--- src/rtl/mem_port_arbiter_pkg.sv ---
// ============================================================================
// Module      : mem_port_arbiter_pkg
// Description : Shared state encodings, grant codes and constants for the
//               fetch/data memory-port arbiter.
// Contents    : arb_state_e  - 2-bit arbiter FSM state
//               GNT_IF/GNT_D - round-robin grant identifiers
//               DEADBEEF     - read data returned on a memory timeout
// Revision    : 1.0 - initial release
// ============================================================================
`default_nettype none

package mem_port_arbiter_pkg;

  typedef enum logic [1:0] {
    ARB_IDLE   = 2'd0,
    ARB_GNT_IF = 2'd1,
    ARB_GNT_D  = 2'd2,
    ARB_RESP   = 2'd3
  } arb_state_e;

  localparam logic GNT_IF = 1'b0;
  localparam logic GNT_D  = 1'b1;

  localparam logic [31:0] DEADBEEF = 32'hDEAD_BEEF;

endpackage : mem_port_arbiter_pkg

`default_nettype wire

--- src/rtl/mem_port_arbiter_timeout_cnt.sv ---
// ============================================================================
// Module      : arb_timeout_cnt
// Description : Wait counter for an outstanding memory request. Counts the
//               enabled cycles since the last clear and flags the cycle in
//               which the count would reach the limit.
// Ports       : clk       in  system clock
//               reset     in  synchronous, active-low reset
//               clear_i   in  return the count to zero
//               enable_i  in  one more cycle waited without completion
//               limit_i   in  number of waited cycles that ends the wait
//               expired_o out high in the waited cycle that hits the limit
// Revision    : 1.0 - initial release
// ============================================================================
`default_nettype none

module arb_timeout_cnt #(
  parameter int CNT_W = 8
) (
  input  logic             clk,
  input  logic             reset,
  input  logic             clear_i,
  input  logic             enable_i,
  input  logic [CNT_W-1:0] limit_i,
  output logic             expired_o
);

  localparam logic [CNT_W-1:0] C_ONE = CNT_W'(1);

  logic [CNT_W-1:0] cnt_q;

  always_ff @(posedge clk) begin
    if (!reset || clear_i) begin
      cnt_q <= '0;
    end else if (enable_i) begin
      cnt_q <= cnt_q + C_ONE;
    end
  end

  // Flags the waited cycle whose increment reaches the limit, so the
  // requester sees exactly limit_i cycles of outstanding request.
  assign expired_o = enable_i && ((cnt_q + C_ONE) == limit_i);

endmodule : arb_timeout_cnt

`default_nettype wire

--- src/rtl/mem_port_arbiter.sv ---
// ============================================================================
// Module      : mem_port_arbiter
// Description : Shares one single-ported memory between the CPU fetch port
//               and data port. Each access is a req/ack transaction; the
//               memory-side request is registered and held until mem_ack.
//               Simultaneous requests are granted round-robin.
// Ports       : clk, reset (sync, active-low)
//               if_req/if_addr -> if_rdata/if_ack     fetch port (read only)
//               d_req/d_we/d_addr/d_wdata -> d_rdata/d_ack   data port
//               mem_req/mem_we/mem_addr/mem_wdata <- mem_rdata/mem_ack
//               busy         transaction in flight
//               timeout_err  sticky timeout flag (ARB_TIMEOUT_EN only)
// Config      : `define ARB_TIMEOUT_EN to bound the wait for mem_ack to
//               TIMEOUT cycles; an expired wait completes with 0xDEADBEEF.
// Revision    : 1.0 - initial release
// ============================================================================
`default_nettype none

module mem_port_arbiter
  import mem_port_arbiter_pkg::*;
#(
  parameter int ADDR_W  = 32,
  parameter int DATA_W  = 32,
  parameter int TIMEOUT = 255
) (
  input  logic              clk,
  input  logic              reset,
  input  logic              if_req,
  input  logic [ADDR_W-1:0] if_addr,
  output logic [DATA_W-1:0] if_rdata,
  output logic              if_ack,
  input  logic              d_req,
  input  logic              d_we,
  input  logic [ADDR_W-1:0] d_addr,
  input  logic [DATA_W-1:0] d_wdata,
  output logic [DATA_W-1:0] d_rdata,
  output logic              d_ack,
  output logic              mem_req,
  output logic              mem_we,
  output logic [ADDR_W-1:0] mem_addr,
  output logic [DATA_W-1:0] mem_wdata,
  input  logic [DATA_W-1:0] mem_rdata,
  input  logic              mem_ack,
  output logic              busy
`ifdef ARB_TIMEOUT_EN
  ,
  output logic              timeout_err
`endif
);

  arb_state_e        state_q;
  logic              last_gnt_q;
  logic              mem_req_q;
  logic              mem_we_q;
  logic [ADDR_W-1:0] mem_addr_q;
  logic [DATA_W-1:0] mem_wdata_q;
  logic [DATA_W-1:0] if_rdata_q;
  logic [DATA_W-1:0] d_rdata_q;
  logic              if_ack_q;
  logic              d_ack_q;

`ifdef ARB_TIMEOUT_EN
  localparam int CNT_W = $clog2(TIMEOUT + 1);

  logic in_gnt;
  logic timeout_expired;
  logic timeout_err_q;

  assign in_gnt = (state_q == ARB_GNT_IF) || (state_q == ARB_GNT_D);

  // Held clear throughout IDLE, so every grant starts counting from zero.
  arb_timeout_cnt #(
    .CNT_W(CNT_W)
  ) u_timeout_cnt (
    .clk      (clk),
    .reset    (reset),
    .clear_i  (state_q == ARB_IDLE),
    .enable_i (in_gnt && !mem_ack),
    .limit_i  (CNT_W'(TIMEOUT)),
    .expired_o(timeout_expired)
  );

  assign timeout_err = timeout_err_q;
`endif

  always_ff @(posedge clk) begin
    if (!reset) begin
      state_q     <= ARB_IDLE;
      last_gnt_q  <= GNT_IF;
      mem_req_q   <= 1'b0;
      mem_we_q    <= 1'b0;
      mem_addr_q  <= '0;
      mem_wdata_q <= '0;
      if_rdata_q  <= '0;
      d_rdata_q   <= '0;
      if_ack_q    <= 1'b0;
      d_ack_q     <= 1'b0;
`ifdef ARB_TIMEOUT_EN
      timeout_err_q <= 1'b0;
`endif
    end else begin
      case (state_q)
        ARB_IDLE: begin
          // Data wins when it is alone or when fetch had the last grant.
          if (d_req && (!if_req || (last_gnt_q == GNT_IF))) begin
            state_q     <= ARB_GNT_D;
            last_gnt_q  <= GNT_D;
            mem_req_q   <= 1'b1;
            mem_we_q    <= d_we;
            mem_addr_q  <= d_addr;
            mem_wdata_q <= d_wdata;
          end else if (if_req) begin
            state_q     <= ARB_GNT_IF;
            last_gnt_q  <= GNT_IF;
            mem_req_q   <= 1'b1;
            mem_we_q    <= 1'b0;
            mem_addr_q  <= if_addr;
            mem_wdata_q <= '0;
          end
        end

        ARB_GNT_IF, ARB_GNT_D: begin
          if (mem_ack) begin
            mem_req_q <= 1'b0;
            state_q   <= ARB_RESP;
            if (state_q == ARB_GNT_D) begin
              // A completed write returns zero, not whatever is on the bus.
              d_rdata_q <= mem_we_q ? '0 : mem_rdata;
              d_ack_q   <= 1'b1;
            end else begin
              if_rdata_q <= mem_rdata;
              if_ack_q   <= 1'b1;
            end
          end
`ifdef ARB_TIMEOUT_EN
          else if (timeout_expired) begin
            mem_req_q     <= 1'b0;
            state_q       <= ARB_RESP;
            timeout_err_q <= 1'b1;
            if (state_q == ARB_GNT_D) begin
              d_rdata_q <= DATA_W'(DEADBEEF);
              d_ack_q   <= 1'b1;
            end else begin
              if_rdata_q <= DATA_W'(DEADBEEF);
              if_ack_q   <= 1'b1;
            end
          end
`endif
        end

        ARB_RESP: begin
          // Requests are ignored here, guaranteeing an IDLE cycle between grants.
          if_ack_q <= 1'b0;
          d_ack_q  <= 1'b0;
          state_q  <= ARB_IDLE;
        end

        default: begin
          state_q <= ARB_IDLE;
        end
      endcase
    end
  end

  assign if_rdata  = if_rdata_q;
  assign if_ack    = if_ack_q;
  assign d_rdata   = d_rdata_q;
  assign d_ack     = d_ack_q;
  assign mem_req   = mem_req_q;
  assign mem_we    = mem_we_q;
  assign mem_addr  = mem_addr_q;
  assign mem_wdata = mem_wdata_q;
  assign busy      = (state_q != ARB_IDLE);

endmodule : mem_port_arbiter

`default_nettype wire

--- config.mk ---
export PLATFORM = sky130hd
export DESIGN_NAME = mem_port_arbiter
export DESIGN_NICKNAME = d
export VERILOG_FILES = /design/src/rtl/mem_port_arbiter_pkg.sv /design/src/rtl/mem_port_arbiter_timeout_cnt.sv /design/src/rtl/mem_port_arbiter.sv
export SDC_FILE = /design/constraint.sdc
export NUM_CORES = 1
export LEC_CHECK = 0
export CAP_MARGIN = 20
export CELL_PAD_IN_SITES_DETAIL_PLACEMENT = 2
export CELL_PAD_IN_SITES_GLOBAL_PLACEMENT = 2
export CORE_MARGIN = 2
export CORE_UTILIZATION = 21
export CTS_CLUSTER_SIZE = 12
export DETAILED_ROUTE_END_ITERATION = 8
export PLACE_DENSITY_LB_ADDON = 0.25
export SLEW_MARGIN = 5
export SYNTH_ARGS = -nofsm -noshare
export SYNTH_HDL_FRONTEND = slang
export SYNTH_HIERARCHICAL = 1
export SYNTH_SLANG_ARGS = --single-unit
--- constraint.sdc ---
create_clock -name clk -period 1.9 [get_ports clk]
set_input_delay 0.38 -clock clk [delete_from_list [all_inputs] [get_ports clk]]
set_output_delay 0.38 -clock clk [all_outputs]
set_load 0.05 [all_outputs]
[Word level (Yosys, flattened, before mapping)]
Cells that the tools add are included.
Storage, ports and cells
  register bits: 135
  input bits: 134
  output and inout port bits: 133
  logic and storage cells: 57
Cells by class
  equality and inequality tests: 7
  mux-type cells: 22
  bitwise operators: 2
  reduce and logical (&&, ||, !) cells: 16
Operators by type and width (number)
  $mux 32: 5
  $reduce_and 3->1: 5
  $mux 1: 10
  $reduce_bool 2->1: 4
  $mux 2: 3
  $ne 2x2->1 const B: 3
  $pmux 1 s2: 3
  $pmux 2 s3: 1
  $eq 2x2->1 const B: 2
  $reduce_and 2->1: 2
  $ne 3x3->1 const B: 1
  $eq 2x1->1 const B: 1
  $logic_not 2->1: 1
  $not 1->1: 2
  $reduce_or 2->1: 1
  $logic_and 1x1->1: 1
  $logic_not 1->1: 1
  $logic_or 1x1->1: 1

[Logic depth before layout (Yosys ltp)]
  word-level depth: 5
  mapped depth: 8
  mapped depth without buffers: 5

[Worst setup path after synthesis]
OpenSTA, ideal clock, no wires.
  path kind: reg2reg
  start point: reg state_q[1]
  end point: reg if_rdata_q[10] (netlist: if_rdata[10])
  setup time: 70 ps
  arrival time: 1475 ps
  data required time: 1830 ps
  slack: 355 ps
  cell stages (with the launch flop): 8
  buffers on the path: 2
  clock period less this slack: 1545 ps
  cell sequence: dfxtp_1 inv_1 ha_1 buf_2 nand3b_1 clkbuf_1 nand2_1 a21oi_1
Between the ends
  cells in the longest elaborated chain, start to end: 3
  elaborated cells between the ends (all ways): 5
  those cells by class: eq/ne: 2; bitwise: 1; reduce/logical: 2
RTL lines
  start: declaration: line mem_port_arbiter.sv:51  | arb_state_e state_q;
  start signal: assignment: line mem_port_arbiter.sv:88  | state_q <= ARB_IDLE;
  start signal: assignment: line mem_port_arbiter.sv:106  | state_q <= ARB_GNT_D;
  start signal: assignment: line mem_port_arbiter.sv:113  | state_q <= ARB_GNT_IF;
  $eq 2x2->1 / $eq 2x1->1 (equally long branches): line mem_port_arbiter.sv:102, mem_port_arbiter.sv:126
  $reduce_or 2->1 / $not 1->1 (equally long branches)
  $reduce_and 3->1 (no source line) *
  end signal: assignment: line mem_port_arbiter.sv:131  | if_rdata_q <= mem_rdata;
  end: declaration: line mem_port_arbiter.sv:57  | logic [DATA_W-1:0] if_rdata_q;
Mark *: on every way between the ends. The rest lies on a longest branch, timed or not.
A chain may end at the register's enable or synchronous reset.

[Worst setup path after layout]
  start point: reg state_q[0]
  end point: out busy
Between the ends
  cells in the longest elaborated chain, start to end: 1
RTL lines
  $reduce_bool 2->1: line mem_port_arbiter.sv:173  | assign busy = (state_q != ARB_IDLE);
  end: declaration: line mem_port_arbiter.sv:44  | output logic busy
Every way passes these cells.

==> results.json <==
{
  "holdWs_ns": 0.4502,
  "ys_ff_latch": 135,
  "place_hpwl_mm": 15.44,
  "worst_setup_path_start_kind": "register",
  "crit-reg2reg-capture": "if_rdata[10]$_SDFFE_PN0P_",
  "multi_input_area_sq_um": 2150,
  "drt_iter0_markers": 158,
  "ios": 267,
  "synth-compound-area-share_pct": 21.74,
  "path_class": "register to output port",
  "die-area_sq_um": 25630,
  "min_period_ns": 1.773,
  "die_y_um": 160.1,
  "cts.clk_slew.worst_paths_ns": 0.07,
  "crit_path_end_kind": "output port",
  "cts_buffers": 17,
  "dieWidth_um": 160.1,
  "synth_top_family_by_area": "compound AO/OA/AOI/OAI gates",
  "ys_seq_area_share_pct": 52.81,
  "async_flop_share_pct": 0,
  "syn_to_final_growth_pct": 66.92,
  "yosysWarningCount": 6,
  "status": "complete, no violations",
  "synthTopCellsByArea": "dfxtp_1, nand2_1, a21oi_1",
  "cap_viol_max_count": 0,
  "rsz0062_at_grt": "no",
  "clock_skew_ns": 0.009010,
  "tns_ns": 0,
  "grt-ovfl-total": 0,
  "synthXorXnorAreaFrac_pct": 0,
  "max_freq_mhz": 564.2,
  "cp_data_required_time_ns": 1.52,
  "synthTopCellsByCount": "nand2_1, dfxtp_1, a21oi_1, a22o_1",
  "synthAdderAreaFrac_pct": 1.222,
  "port_buffers": 266,
  "post-synth-top-count-cell": "nand2_1",
  "total_power_mw": 12.58,
  "grt_usage_pct": 16.27,
  "ff_latch_area_sq_um": 2703,
  "antenna_cells": 0,
  "p_leak_nw": 3.580,
  "ys.flop_type": "dfxtp_1",
  "drt_pass1_iterations": 4,
  "route.detailed.drc": 0,
  "cts_tree": "built",
  "r2r_slack_ns": 0.22,
  "hold_violations": 0,
  "slew_viol_final": 0,
  "antenna_found_initial": 0,
  "worstHoldPathCells": 3,
  "critPathMaxFanout": 6,
  "ctsRootBufferMaster": "clkbuf_16",
  "rows": 57,
  "final_util_pct": 35.44,
  "yosysTopAreaCell": "dfxtp_1",
  "worstHoldStart": "mem_ack",
  "cts_setup_buffers": 0,
  "insertion_delay_ns": 0.42,
  "power_density_nw_per_um2": 1473,
  "drive_above_1_share_pct": 12.87,
  "clock_path_buffers": 2,
  "r2r_start": "state_q[1]$_SDFFE_PN0P_",
  "synth_cell_types": 34,
  "muxShareOfSynthArea_pct": 0.2200,
  "drt_wl_total_mm": 20.77,
  "synthesis.nets": 721,
  "synth_top_area_share_pct": 52.81,
  "relSlewSlack_pct": 55.62,
  "period_share_pct": 93.29,
  "grt_first_pass_wirelength_mm": 33.33,
  "finish.net_count": 973,
  "worst_pin_slew_ns": 0.6657,
  "grt_pass1_vias": 5986,
  "hold_path.class": "primary input to register",
  "syn_inst": 582,
  "grt_start_max_net_pins": 70,
  "hold_path_end": "d_rdata[22]$_SDFFE_PN0P_",
  "coreArea_sq_um": 24110,
  "synth_edf_count": 0,
  "vias": 5392,
  "h-tree-depth": 4,
  "setup_violations": 0,
  "antenna_left": 0,
  "vias_per_cell": 4.605,
  "ir_worst_vdd_uv": 620.5,
  "avgSynthCellArea_sq_um": 8.793,
  "synth_area_sq_um": 5117,
  "final_cell_count_no_fill": 1171,
  "rr_worst_depth": 6,
  "wl_per_cell_um": 17.73,
  "placed_cells": 1139,
  "synth-simple-area-share_pct": 18.78,
  "gp_congestion": 0.7274,
  "start_util_pct": 21.23,
  "crit_arrival_ns": 1.39,
  "cts.sinks": 135,
  "nFillCells": 2738
}
## cell families (layout without fill, tap and decap cells)
group / Yosys count / count (layout)
buffers and inverters: 57 / 322
flip-flops: 135 / 135
AO/OA/AOI/OAI: 180 / 180
multiplexers: 1 / 1
AND/OR/NAND/NOR: 204 / 204
adder cells (fa/ha/maj): 5 / 5
## registers in the layout, indices dropped and copies added (netlist names)
register / cells
mem_wdata: 32
state_q: 2
mem_addr: 32
if_ack: 1
mem_we: 1
if_rdata: 32
last_gnt_q: 1
d_ack: 1
d_rdata: 32
mem_req: 1
## stage by stage
stage | cell area [sq um] | setup WS (ns)
2_1_floorplan | 5117 | 0.3547
3_3_place_gp | 8069 | -0.01987
3_5_place_dp | 8069 | -0.1222
4_1_cts | 8539 | 0.02479
5_1_grt | 8542 | 0.02576
6_report | 8542 | 0.1274
## critical path, cell delays in order (launching register included)
cell,delay (ns)
dfxtp_1,0.31
inv_1,0.16
ha_2,0.27
inv_1,0.09
buf_12,0.15
## how the worst max path moves through the flow
| stage | start | end | slack [ns] | depth (start not counted) |
|---|---|---|---|---|
| after detailed placement | d_req | mem_addr[5]$_SDFFE_PN0P_ | -0.12 | 4 |
| after CTS | state_q[0]$_SDFFE_PN0P_ | busy | 0.02 | 4 |
| after floorplan | state_q[1]$_SDFFE_PN0P_ | if_rdata[10]$_SDFFE_PN0P_ | 0.35 | 7 |
| after global placement | d_req | mem_addr[22]$_SDFFE_PN0P_ | -0.02 | 4 |
| after global routing | state_q[0]$_SDFFE_PN0P_ | busy | 0.03 | 4 |
| final | state_q[0]$_SDFFE_PN0P_ | busy | 0.13 | 4 |
## cell type report
| type | count | share of cell area (%) |
|---|---|---|
| Sequential cell | 135 | 31.64 |
| Timing Repair Buffer | 285 | 31.46 |
| Multi-Input combinational cell | 390 | 25.16 |
| Clock buffer | 17 | 4.980 |
| Tap cell | 324 | 4.746 |
| Clock inverter | 15 | 1.787 |
| Inverter | 5 | 0.2197 |
## cells in the final DEF (no fill, tap or decap), types with 2 or more instances in the layout
cell type	count
a21oi_1	70
a22o_1	33
a311oi_1	2
a31oi_1	32
buf_12	9
buf_4	57
clkbuf_16	17
clkdlybuf4s50_1	132
clkinv_8	2
clkinvlp_4	3
dfxtp_1	135
dlygate4sd2_1	86
ha_1	4
inv_1	4
inv_6	5
inv_8	4
nand2_1	162
nand2b_1	2
nand3_1	2
nand4b_1	32
o21ai_0	14
o21ai_1	20
## repair_timing
action | 4_1_cts | 5_1_grt
cloned | 0 | 0
pin swaps | 0 | 0
setup endpoints to repair | 86 | 5
hold buffers | 0 | 0
gates resized for setup | 86 | 1
## routing by layer
metal	vias to the layer above	GRT usage (%)	wire length (um)
li1	2544	-	-
met1	2631	18.60	8553
met2	199	27.90	10070
met3	18	6.909	1828
met4	0	4.382	317
met5	-	0	0
## power breakdown
part,switching [mW],internal (mW)
Clock,1.51,1.75
Sequential,0.339,3.43
Combinational,3.79,1.76
No activity file was read; power rests on OpenSTA's default activity.
